### src/rtl/powlib_edgecap_pkg.sv
// Shared definitions for the powlib_edgecap multi-channel edge capture unit.
//  - POS / NEG / ANY : edge-mode encodings formed as {negen, posen} per channel.
//  - clog2           : width helper for the debounce counter, never narrower than 1 bit.
package powlib_edgecap_pkg;

    localparam logic [1:0] POS = 2'b01;
    localparam logic [1:0] NEG = 2'b10;
    localparam logic [1:0] ANY = 2'b11;

    // Number of bits needed to count 0..value-1; at least 1.
    function automatic int clog2(input int value);
        int width;
        int span;
        width = 0;
        span  = 1;
        while (span < value) begin
            span  = span * 2;
            width = width + 1;
        end
        return (width < 1) ? 1 : width;
    endfunction

endpackage

### src/rtl/powlib_edgecap_ch.sv
// One edge-capture channel: debounce filter, edge detect, sticky pending flag and
// saturating event counter.
// Ports:
//  clk, rst    clock and synchronous active-high reset
//  s           synchronized input level
//  smp_en      sample qualifier; filter state advances only when high
//  posen/negen rising / falling edge enables
//  clr         clear of pend and cnt (an accepted event in the same cycle wins)
//  lvl         filtered level
//  evt         one-cycle pulse for an enabled accepted edge
//  pend        sticky pending flag
//  pend_next   next-state of pend, lets the top register irq in step with pend
//  cnt         saturating event counter
module powlib_edgecap_ch
    import powlib_edgecap_pkg::*;
#(
    parameter int   DBN      = 1,
    parameter int   CW       = 8,
    parameter logic INIT_LVL = 1'b0
) (
    input  logic          clk,
    input  logic          rst,
    input  logic          s,
    input  logic          smp_en,
    input  logic          posen,
    input  logic          negen,
    input  logic          clr,
    output logic          lvl,
    output logic          evt,
    output logic          pend,
    output logic          pend_next,
    output logic [CW-1:0] cnt
);

    localparam int            DW        = clog2(DBN);
    localparam logic [DW-1:0] DCNT_LAST = DW'(DBN - 1);

    logic [DW-1:0] dcnt_q, dcnt_d;
    logic          lvl_q, lvl_d;
    logic          evt_q, evt_d;
    logic          pend_q, pend_d;
    logic [CW-1:0] cnt_q, cnt_d;
    logic          accept;
    logic          hit;
    logic [1:0]    edge_mode;

    always_comb begin
        dcnt_d    = dcnt_q;
        lvl_d     = lvl_q;
        accept    = 1'b0;
        edge_mode = {negen, posen};

        // dcnt counts consecutive qualified samples that disagree with lvl;
        // the DBN-th such sample flips the filtered level.
        if (smp_en) begin
            if (s == lvl_q) begin
                dcnt_d = '0;
            end else if (dcnt_q == DCNT_LAST) begin
                lvl_d  = s;
                dcnt_d = '0;
                accept = 1'b1;
            end else begin
                dcnt_d = dcnt_q + DW'(1);
            end
        end

        // Only accepts whose new level matches an enabled edge count as events.
        hit    = accept && ((edge_mode & (lvl_d ? POS : NEG)) != 2'b00);
        evt_d  = hit;
        pend_d = hit | (pend_q & ~clr);

        cnt_d = cnt_q;
        if (clr) begin
            // An event arriving with clr is kept so it is never lost.
            cnt_d = hit ? CW'(1) : '0;
        end else if (hit && (cnt_q != '1)) begin
            cnt_d = cnt_q + CW'(1);
        end
    end

    always_ff @(posedge clk) begin
        if (rst) begin
            dcnt_q <= '0;
            lvl_q  <= INIT_LVL;
            evt_q  <= 1'b0;
            pend_q <= 1'b0;
            cnt_q  <= '0;
        end else begin
            dcnt_q <= dcnt_d;
            lvl_q  <= lvl_d;
            evt_q  <= evt_d;
            pend_q <= pend_d;
            cnt_q  <= cnt_d;
        end
    end

    assign lvl       = lvl_q;
    assign evt       = evt_q;
    assign pend      = pend_q;
    assign pend_next = pend_d;
    assign cnt       = cnt_q;

endmodule

### src/rtl/powlib_edgecap.sv
// Multi-channel edge capture unit.
// Raw levels pass through an optional SS-deep synchronizer, then each of W channels
// debounces, detects enabled edges, and keeps a pending flag and an event counter.
// Ports:
//  clk, rst     clock and synchronous active-high reset
//  in[W]        raw channel levels
//  vld          sample qualifier (only honoured when EVLD=1)
//  posen/negen  per-channel rising/falling edge enables
//  mask         per-channel interrupt enable
//  clr          per-channel clear pulse for pend and cnt
//  lvl, evt, pend, cnt  per-channel status (cnt of channel i at [i*CW +: CW])
//  irq          registered OR of pend & mask
module powlib_edgecap
    import powlib_edgecap_pkg::*;
#(
    parameter int           W    = 7,
    parameter logic [W-1:0] INIT = '0,
    parameter int           SS   = 2,
    parameter int           DBN  = 1,
    parameter int           CW   = 8,
    parameter int           EVLD = 0
) (
    input  logic            clk,
    input  logic            rst,
    input  logic [W-1:0]    in,
    input  logic            vld,
    input  logic [W-1:0]    posen,
    input  logic [W-1:0]    negen,
    input  logic [W-1:0]    mask,
    input  logic [W-1:0]    clr,
    output logic [W-1:0]    lvl,
    output logic [W-1:0]    evt,
    output logic [W-1:0]    pend,
    output logic [W*CW-1:0] cnt,
    output logic            irq
);

    logic [W-1:0] s;
    logic [W-1:0] pend_next;
    logic         smp_en;
    logic         irq_q, irq_d;

    assign smp_en = (EVLD != 0) ? vld : 1'b1;

    generate
        if (SS == 0) begin : g_nosync
            assign s = in;
        end else begin : g_sync
            logic [W-1:0] sync_q [SS];
            logic [W-1:0] sync_d [SS];
            genvar gi;
            for (gi = 0; gi < SS; gi = gi + 1) begin : g_stage
                if (gi == 0) begin : g_first
                    assign sync_d[gi] = in;
                end else begin : g_next
                    assign sync_d[gi] = sync_q[gi-1];
                end
                // Synchronizer shifts every cycle; vld only gates the filter.
                always_ff @(posedge clk) begin
                    if (rst) begin
                        sync_q[gi] <= INIT;
                    end else begin
                        sync_q[gi] <= sync_d[gi];
                    end
                end
            end
            assign s = sync_q[SS-1];
        end
    endgenerate

    genvar gi;
    generate
        for (gi = 0; gi < W; gi = gi + 1) begin : g_ch
            powlib_edgecap_ch #(
                .DBN      (DBN),
                .CW       (CW),
                .INIT_LVL (INIT[gi])
            ) u_ch (
                .clk       (clk),
                .rst       (rst),
                .s         (s[gi]),
                .smp_en    (smp_en),
                .posen     (posen[gi]),
                .negen     (negen[gi]),
                .clr       (clr[gi]),
                .lvl       (lvl[gi]),
                .evt       (evt[gi]),
                .pend      (pend[gi]),
                .pend_next (pend_next[gi]),
                .cnt       (cnt[gi*CW +: CW])
            );
        end
    endgenerate

    // Built from next-state pend so irq rises and falls in the same cycle as pend.
    always_comb begin
        irq_d = |(pend_next & mask);
    end

    always_ff @(posedge clk) begin
        if (rst) begin
            irq_q <= 1'b0;
        end else begin
            irq_q <= irq_d;
        end
    end

    assign irq = irq_q;

endmodule
### config.mk
export PLATFORM = sky130hd
export DESIGN_NAME = powlib_edgecap
export DESIGN_NICKNAME = d
export VERILOG_FILES = /design/src/rtl/powlib_edgecap_pkg.sv /design/src/rtl/powlib_edgecap_ch.sv /design/src/rtl/powlib_edgecap.sv
export SDC_FILE = /design/constraint.sdc
export NUM_CORES = 1
export LEC_CHECK = 0
export BUFFER_PORTS_ARGS = -buffer_cell sky130_fd_sc_hd__buf_2
export CAP_MARGIN = 20
export CELL_PAD_IN_SITES_DETAIL_PLACEMENT = 2
export CELL_PAD_IN_SITES_GLOBAL_PLACEMENT = 2
export CORE_UTILIZATION = 30
export DETAILED_ROUTE_END_ITERATION = 16
export GPL_TIMING_DRIVEN = 0
export PLACE_DENSITY_LB_ADDON = 0.25
export SLEW_MARGIN = 20
export SYNTH_ARGS = -nofsm -noshare
export SYNTH_HDL_FRONTEND = slang
export SYNTH_SLANG_ARGS = --single-unit
export TNS_END_PERCENT = 20
### constraint.sdc
create_clock -name clk -period 4.07 [get_ports clk]
set_input_delay 0.6105 -clock clk [delete_from_list [all_inputs] [get_ports clk]]
set_output_delay 0.6105 -clock clk [all_outputs]
set_load 0.02 [all_outputs]
==> results.json <==
{
  "critPathKind": "in2reg",
  "fin_util_pct": 38.8,
  "grt_start_max_net_pins": 16,
  "port-buffer-count": 114,
  "drt_pass1_iterations": 11,
  "ys_async_sr_fraction_pct": 0,
  "ioPinCount": 116,
  "grt_pass1_vias": 4586,
  "n_antenna_cell": 0,
  "max-clock-path-buffers": 2,
  "synth_area_per_cell_um2": 9.04,
  "final_nets": 683,
  "slew_headroom_pct": 56.3,
  "min_from": "g_sync.sync_q[0][5]",
  "drive_above_1_share_pct": 29.1,
  "rsz0062_at_grt": "no",
  "crit_arrival_ns": 2.32,
  "ys_seq_area_share_pct": 43.2,
  "ys_warn_count": 0,
  "design.die.area_um2": 15800,
  "cts.clk_slew.worst_paths_ns": 0.06,
  "ant_nets": 0,
  "r2r_cells": 5,
  "drc": 8,
  "clock_skew_ns": 0.00778,
  "insertion_delay_ns": 0.35,
  "status": "finished with violations",
  "chipHeight_um": 126,
  "grt_antenna_before_repair": 0,
  "grt_pass1_wl_um": 23500,
  "final_hold_viol_count": 0,
  "wl_um": 14400,
  "synthFlopType": "dfxtp_1",
  "cp.required_ns": 4.28,
  "core_um2": 14700,
  "rr_startpoint": "g_ch[2].u_ch.cnt[0]",
  "cp_max_fo": 10,
  "powerDensity_nw_per_um2": 348,
  "crit_start": "rst",
  "cts_tree": "yes",
  "tightestPinTransition_ns": 0.654,
  "yosys_register_bits": 99,
  "startpoint_type": "input port",
  "ctsHoldBuffers": 0,
  "synthCells": 507,
  "routedWlPerCell_um": 17.5,
  "drt_iter0_markers": 178,
  "yosys.cell_types.count": 46,
  "violations": "design-rule violations",
  "root_buffer": "clkbuf_16",
  "placementRows": 44,
  "vias_per_cell": 5.29,
  "gr-total-overflow": 0,
  "min_period_over_period_pct": 51.8,
  "finalPower_uw": 1980,
  "syn2layout_area_growth_pct": 24.4,
  "end_kind": "register",
  "hp-class": "reg2reg",
  "grt_usage_pct": 18.9,
  "cts_num_sinks": 99,
  "fmax_mhz": 474,
  "hold_depth": 1,
  "numCtsBuffers": 9,
  "initial_utilization_pct": 31.2,
  "p_leak_uw": 0.00238,
  "setup_viol": 0,
  "die_x_um": 126,
  "post-dp-hpwl_um": 10700,
  "slew_violations": 0,
  "synth_edf_count": 0,
  "vdd_drop_max_mv": 0.181,
  "post_cts_buffers": 0,
  "layout_min_cycle_time_ns": 2.11,
  "syn-cell-area_um2": 4590,
  "ctsHtreeMaxLevel": 3,
  "cts-resized-gates": 0,
  "num_vias": 4373,
  "gp_congestion": 0.785,
  "max_cap_violations": 0,
  "setup_tns_ns": 0
}
final timing paths:
kind / endpoint / slack, ns
worst max-delay path: g_ch[6].u_ch.evt / 1.96
worst min-delay path: g_sync.sync_q[1][5] / 0.44
worst max register to register: g_ch[2].u_ch.cnt[0] / 2.25
worst min register to register: g_sync.sync_q[1][5] / 0.44
logic make-up (layout without fill, tap and decap cells):
family	Yosys count	in the layout	synth area share [%]
AND/OR/NAND/NOR	216	216	27.4
buffers and inverters	52	182	6.96
AO/OA/AOI/OAI	115	115	16.7
other	1	7	0.0818
adder cells (fa/ha/maj)	7	7	1.91
flip-flops	99	99	43.2
multiplexers	17	17	3.71
flip-flops by register name, indices dropped and copies added (netlist names):
signal and flops:
g_sync.sync_q 14, g_ch.u_ch.cnt 56, g_ch.u_ch.pend 7, g_ch.u_ch.lvl 7, g_ch.u_ch.dcnt_q 7, irq 1, g_ch.u_ch.evt 7
cell type report:
type                    instances  area [µm²]
inverters                       7        26.3
repair buffers                114         571
well taps                     184         230
clock inverters                 5        52.6
flip-flops and latches         99        1980
clock buffers                  11         243
multi-input cells             362        2310
fillers                      1677        8990
plain buffers                  45         293
layer usage:
layer	up-vias	track usage, %	wire [µm]
met5	-	0	0
met4	0	3.73	119
met3	12	4.84	627
met2	106	33.8	7210
met1	2138	22.7	6490
li1	2117	-	-
cells in the final DEF (no fill, tap or decap), types with 8 or more instances in the layout:
master and instances:
a21oi_1 35, and4bb_2 8, buf_2 120, buf_4 21, clkbuf_1 10, clkbuf_16 9, dfxtp_1 99, mux2i_1 17
nand2_1 31, nand3_1 24, nand3b_1 8, nand4_1 8, nor2_1 39, nor2b_1 21, o21ai_0 15, o31ai_1 23
or2_2 10, or3_1 21, or4_1 13
critical path, cell delays in order:
cell and delay [ns]:
buf_2 0.14, clkbuf_1 0.38, clkbuf_1 0.50, clkbuf_1 0.55, nor2_1 0.12
cells in the mapped netlist (all sizes together), types with 4 or more instances:
library cell	number	area (µm²)
dfxtp	99	1980
nor2	39	146
buf	36	259
a21oi	35	175
nand2	31	116
nand3	24	120
o31ai	23	173
nor2b	21	131
or3	21	131
mux2i	17	170
o21ai	15	75.1
or4	13	97.6
or2	10	62.6
and4	9	93.8
clkbuf	9	33.8
and4bb	8	100
nand3b	8	60.1
nand4	8	50.1
a31oi	7	43.8
ha	7	87.6
inv	7	26.3
nor4	7	43.8
nor3	6	30.0
a211oi	5	37.5
a21o	4	30.0
a41o	4	40.0
and3	4	25.0
o21bai	4	30.0
through the flow:
stage	area [µm²]	hold slack, ns	std cells	setup WS (ns)
after floorplan	4610	0.414	513	2.33
after global placement	5410	0.418	811	1.46
after detailed placement	5410	0.429	811	1.46
after CTS	5700	0.444	827	1.82
after global routing	5700	0.463	827	1.73
final	5700	0.443	827	1.96
report_power, final:
group | leakage (µW) | total [µW] | switching (µW) | internal (µW)
clock network | 0.000145 | 871 | 381 | 491
registers | 0.000804 | 997 | 11.9 | 985
logic | 0.00143 | 116 | 68.9 | 47.4
Power figures use the tool's default switching activity.
